<file path="config.mk">
export PLATFORM = sky130hd
export DESIGN_NAME = dmem_arbiter
export DESIGN_NICKNAME = d
export VERILOG_FILES = /design/src/rtl/dmem_arb_pkg.sv /design/src/rtl/rr_arbiter2.sv /design/src/rtl/dmem_arbiter.sv
export SDC_FILE = /design/constraint.sdc
export NUM_CORES = 1
export LEC_CHECK = 0
export BUFFER_PORTS_ARGS = -buffer_cell sky130_fd_sc_hd__buf_2
export CORE_AREA = 2 2 202 204
export DETAILED_ROUTE_END_ITERATION = 12
export DIE_AREA = 0 0 204 206
export PLACE_DENSITY = 0.58
export SYNTH_ARGS = -nofsm -noshare
export SYNTH_HDL_FRONTEND = slang
export SYNTH_SLANG_ARGS = --single-unit
</file>
<file path="constraint.sdc">
create_clock -name clk -period 5.8 [get_ports clk]
set_input_delay 0.29 -clock clk [delete_from_list [all_inputs] [get_ports clk]]
set_output_delay 0.29 -clock clk [all_outputs]
set_load 0.05 [all_outputs]
</file>
<file path="src/rtl/dmem_arb_pkg.sv">
// rtl/dmem_arb_pkg.sv - shared types and constants for the data-memory arbiter
package dmem_arb_pkg;

    localparam int ADDR_W_DEF = 64;
    localparam int DATA_W_DEF = 64;
    localparam logic [2:0] ALIGN_MASK = 3'b111;

    typedef enum logic [1:0] {
        IDLE  = 2'd0,
        ISSUE = 2'd1,
        DONE  = 2'd2
    } state_t;

    function automatic logic is_misaligned(input logic [2:0] lsb);
        return (lsb & ALIGN_MASK) != 3'b000;
    endfunction

endpackage

</file>
<file path="src/rtl/rr_arbiter2.sv">
// rtl/rr_arbiter2.sv - two-way round-robin winner selection
module rr_arbiter2 (
    input  logic [1:0] req,
    input  logic       ptr,
    output logic [1:0] gnt
);

    // ptr only matters on a tie: 0 favours requester 0, 1 favours requester 1
    always_comb begin
        gnt = 2'b00;
        case (req)
            2'b01:   gnt = 2'b01;
            2'b10:   gnt = 2'b10;
            2'b11:   gnt = ptr ? 2'b10 : 2'b01;
            default: gnt = 2'b00;
        endcase
    end

endmodule

</file>
<file path="src/rtl/dmem_arbiter.sv">
// rtl/dmem_arbiter.sv - two-requester arbiter in front of a single-port DataMemory
module dmem_arbiter
    import dmem_arb_pkg::*;
#(
    parameter int ADDR_W = ADDR_W_DEF,
    parameter int DATA_W = DATA_W_DEF
) (
    input  logic                clk,
    input  logic                reset,
    input  logic [1:0]          req,
    input  logic [1:0]          we,
    input  logic [2*ADDR_W-1:0] addr,
    input  logic [2*DATA_W-1:0] wdata,
    output logic [1:0]          gnt,
    output logic [1:0]          rvalid,
    output logic [DATA_W-1:0]   rdata,
    output logic                err,
    output logic [ADDR_W-1:0]   mem_address,
    output logic [DATA_W-1:0]   mem_writeData,
    output logic                mem_MemWrite,
    output logic                mem_MemRead,
    input  logic [DATA_W-1:0]   mem_readData
);

    state_t              state_q, state_d;
    logic                ptr_q, ptr_d;
    logic                idx_q, idx_d;
    logic                mis_q, mis_d;
    logic [ADDR_W-1:0]   mem_addr_q, mem_addr_d;
    logic [DATA_W-1:0]   mem_wdata_q, mem_wdata_d;
    logic                mem_wr_q, mem_wr_d;
    logic                mem_rd_q, mem_rd_d;
    logic [1:0]          rvalid_q, rvalid_d;
    logic                err_q, err_d;
    logic [DATA_W-1:0]   rdata_q, rdata_d;

    logic [1:0]          win;
    logic                win_idx;
    logic [1:0]          gnt_c;
    logic [ADDR_W-1:0]   sel_addr;
    logic [DATA_W-1:0]   sel_wdata;
    logic                sel_we;
    logic                sel_mis;

    rr_arbiter2 u_rr (
        .req (req),
        .ptr (ptr_q),
        .gnt (win)
    );

    assign win_idx = win[1];

    always_comb begin
        state_d     = state_q;
        ptr_d       = ptr_q;
        idx_d       = idx_q;
        mis_d       = mis_q;
        mem_addr_d  = '0;
        mem_wdata_d = '0;
        mem_wr_d    = 1'b0;
        mem_rd_d    = 1'b0;
        rvalid_d    = 2'b00;
        err_d       = 1'b0;
        rdata_d     = rdata_q;
        gnt_c       = 2'b00;
        sel_addr    = win_idx ? addr[2*ADDR_W-1:ADDR_W]   : addr[ADDR_W-1:0];
        sel_wdata   = win_idx ? wdata[2*DATA_W-1:DATA_W] : wdata[DATA_W-1:0];
        sel_we      = win_idx ? we[1] : we[0];
        sel_mis     = is_misaligned(sel_addr[2:0]);
        case (state_q)
            IDLE: begin
                if (|req) begin
                    gnt_c       = win;
                    state_d     = ISSUE;
                    ptr_d       = ~win_idx;
                    idx_d       = win_idx;
                    mis_d       = sel_mis;
                    mem_addr_d  = sel_addr;
                    mem_wdata_d = sel_wdata;
                    // a misaligned access never reaches the memory strobes
                    mem_wr_d    = sel_we & ~sel_mis;
                    mem_rd_d    = ~sel_we & ~sel_mis;
                end
            end
            ISSUE: begin
                state_d  = DONE;
                rvalid_d = idx_q ? 2'b10 : 2'b01;
                err_d    = mis_q;
                rdata_d  = mem_rd_q ? mem_readData : '0;
            end
            DONE: begin
                state_d = IDLE;
            end
            default: begin
                state_d = IDLE;
            end
        endcase
    end

    always_ff @(posedge clk or posedge reset) begin
        if (reset) begin
            state_q     <= IDLE;
            ptr_q       <= 1'b0;
            idx_q       <= 1'b0;
            mis_q       <= 1'b0;
            mem_addr_q  <= '0;
            mem_wdata_q <= '0;
            mem_wr_q    <= 1'b0;
            mem_rd_q    <= 1'b0;
            rvalid_q    <= 2'b00;
            err_q       <= 1'b0;
            rdata_q     <= '0;
        end else begin
            state_q     <= state_d;
            ptr_q       <= ptr_d;
            idx_q       <= idx_d;
            mis_q       <= mis_d;
            mem_addr_q  <= mem_addr_d;
            mem_wdata_q <= mem_wdata_d;
            mem_wr_q    <= mem_wr_d;
            mem_rd_q    <= mem_rd_d;
            rvalid_q    <= rvalid_d;
            err_q       <= err_d;
            rdata_q     <= rdata_d;
        end
    end

    // gnt is the only combinational output, so it alone needs reset gating
    assign gnt           = reset ? 2'b00 : gnt_c;
    assign rvalid        = rvalid_q;
    assign err           = err_q;
    assign rdata         = rdata_q;
    assign mem_address   = mem_addr_q;
    assign mem_writeData = mem_wdata_q;
    assign mem_MemWrite  = mem_wr_q;
    assign mem_MemRead   = mem_rd_q;

endmodule

</file>
==> results by group <==
Outcome
  – Status: finished clean

Clock tree
  – Clk buf depth: 3
  – Number of gates resized after cts: 0
  – Num CTS Buffers: 24
  – CTS sink count: slightly above 200
  – Post-CTS Repair Setup Buffers: 0
  – TritonCTS clock tree: yes
  – CTS H-Tree Depth: 1
  – Clock transition at path regs: 60 ps
  – Clock Root Buffer: clkbuf_16
  – Clock Latency Late Sink: around 530 ps

STA
  – Unrepaired setup endpoints after global routing: no
  – Setup ws final: between 2000 and 3000 ps
  – Fin. max-slew vios: 0
  – Rel. slew slack: 0.343
  – Hold violation count in the final report: 0
  – Peak Freq: about 0.34 GHz
  – Final setup vio count: 0
  – Post-layout min period: just under 3000 ps
  – Worst Clk Skew: around 7.4 ps
  – Worst slew pin tran: 986 ps
  – TNS Setup: 0 ps
  – Period utilisation layout: 0.508

Pwr
  – Pwr per Cell Area: roughly 440 nW/um^2
  – Peak VDD IR: about 0.28 mV
  – Leak: 0.00734 uW

Place
  – DP HPWL: 22600 um
  – Post-Place Cell Area: ~11000 sq um
  – Pre-CTS setup slack: around 3000 ps
  – Routability Congestion: 0.831
  – Count of input and output buffers: between 500 and 600
  – Placed Instances: approximately 1900

Logic synthesis
  – Multiplexer share of the synthesized area: 0
  – Post-Syn Nets: between 1000 and 1500
  – Xor/xnor cell area share of the yosys netlist: 0
  – Syn Std Cell Area: around 8500 sq um
  – Post-Synth Adder-Cell Area: 0
  – Mapped Cells: slightly above 900
  – Syn avg cell area: between 9 and 10 sq um
  – Yosys reg bits: between 200 and 250
  – Synth unique cells: 26
  – Compound-cell area share of the yosys netlist: 0.172
  – Post-synthesis simple-gate area fraction: 0.182
  – Main combinational cell family by area after synthesis: simple AND/OR/NAND/NOR gates
  – Dominant synthesized flop cell: dfrtp_1
  – Sequential element share of the synthesized area: 0.595
  – Post-synth EDFFs: 0
  – FFs w/ async S/R, synth: 1.00
  – Total of warnings raised by yosys: 0

Worst hold path
  – Hold crit path type: in2reg
  – Hold path depth: 3

Detailed routing
  – Drt drc: 0
  – Vias per cell: 4.59
  – Drt wl/cell: 16.6 um
  – DR vias: between 9000 and 10000
  – Drt pass-1 iters: 5
  – DRT iter0 DRCs: about 670
  – Routed Antenna Nets: 0
  – Final WL: approximately 34000 um

GRT
  – Vias in the first global route: roughly 9300
  – Initial antenna violation count: 3
  – GRT overflow: 0
  – Gr usage total: 0.152
  – Largest net degree at the start of global routing: 92
  – First-pass GRT wire length: about 50000 um

Layout
  – # fillers: 4109
  – Layout Utilization: 0.346
  – # diodes: 0
  – Area occupied by multi-input gates: 3030 sq um
  – Area Overhead vs Synth: 63.7%
  – Post-route non-filler standard cell count: slightly above 2000
  – Final Cell Area: around 14000 sq um
  – Share of layout cells above drive strength 1: 0.399
  – Most common cell after layout, fill and taps aside: buf_2
  – # nets final: 1852
  – FF+latch area: a little over 5000 sq um
  – Highest-count cells in the layout ignoring fill and taps: buf_2 (523), dfrtp_1 (201), nand3_1 (192)

Worst setup path
  – Cells on worst reg2reg path: 5
  – Worst Setup Start Kind: flop
  – Setup Crit Path Kind: reg2reg
  – Req. time, crit path: roughly 6200 ps
  – Crit path arrival time: ~3400 ps
  – Critical path peak fanout: 70
  – CP Capture Type: flop

Floorplan
  – DIE WIDTH: between 200 and 250 um
  – Die Span Y: 206 um
  – DIE AREA: between 40000 and 50000 sq um
  – Top Ports: roughly 530
  – Initial Util: 0.211
  – Row cnt: 74
  – Core Box Area: approximately 40000 sq um

Run
  – Max-cap viol count: 0
final cells by class:
cell class | count | area share
clock buffer | 30 | 0.0492
clock inverter | 13 | 0.0144
inverter | 4 | 0.00144
multi-input combinational | 606 | 0.218
sequential | 202 | 0.364
tap | 532 | 0.0479
timing repair buffer | 688 | 0.306
repair_timing:
action                                 CTS  global route
setup endpoints to repair                0             0
endpoints found under the hold margin  142             0
hold buffers                           153             0
synth_stat cells (3+ instances only):
| master | count | area [sq um] |
|---|---|---|
| dfrtp_1 | 202 | 5050 |
| a21oi_2 | 30 | 263 |
| buf_6 | 6 | 67.6 |
| buf_1 | 11 | 41.3 |
| nor3_1 | 4 | 20.0 |
| a21oi_1 | 101 | 505 |
| nor2_1 | 3 | 11.3 |
| nand3_1 | 192 | 961 |
| inv_1 | 3 | 11.3 |
| nand2_1 | 129 | 484 |
| o21ai_0 | 132 | 661 |
| buf_2 | 12 | 60.1 |
| clkbuf_1 | 65 | 244 |
metal layers:
metal / share of wire / global-route usage
met1: 0.40 / 0.188
met2: 0.48 / 0.258
met3: 0.086 / 0.0371
met4: 0.029 / 0.0533
met5: 0.00032 / 0
path summary, 6_finish.rpt:
path | to | slack [ps] | start
min | rdata[38] | 20 | mem_readData[38]
min in group asynchronous | ptr_q | 350 | reset
max | mem_address[62] | 2850 | state_q[0]
min reg2reg | rdata[36] | 460 | rdata[36]
max reg2reg | mem_address[62] | 2850 | state_q[0]
max in group asynchronous | rdata[45] | 4330 | reset
where the power goes:
part,leakage (uW),switching (uW),internal [uW],total [uW]
sequential,0.00272,118,1720,1840
combinational,0.00418,2020,592,2610
clock,0.000437,626,1060,1680
registers in the layout, summed over array words and instances, names as in the netlist:
| register | count |
|---|---|
| rvalid | 2 |
| mis_q | 1 |
| mem_MemWrite | 1 |
| err | 1 |
| mem_address | 64 |
| mem_MemRead | 1 |
| rdata | 64 |
| idx_q | 1 |
| ptr_q | 1 |
| state_q | 2 |
| mem_writeData | 64 |
critical path, cell delays in order, from the launching register on:
cell	delay, ps
dfrtp_1	350
or2_1	150
or2_4	660
buf_4	790
a21oi_1	80
dlygate4sd3_1	620
metrics by stage:
step | power [uW] | hold slack (ps)
floorplan | 3650 | 411
global placement | 4320 | 358
detailed placement | 4340 | 361
CTS | 6190 | 0.0561
global route | 6410 | 15.1
finish | 6130 | 23.4
cells by family after synthesis:
group	count (synthesis)
AND/OR/NAND/NOR	339
buffers and inverters	98
flip-flops	202
AO/OA/AOI/OAI	267
Power figures use the tool's default switching activity.
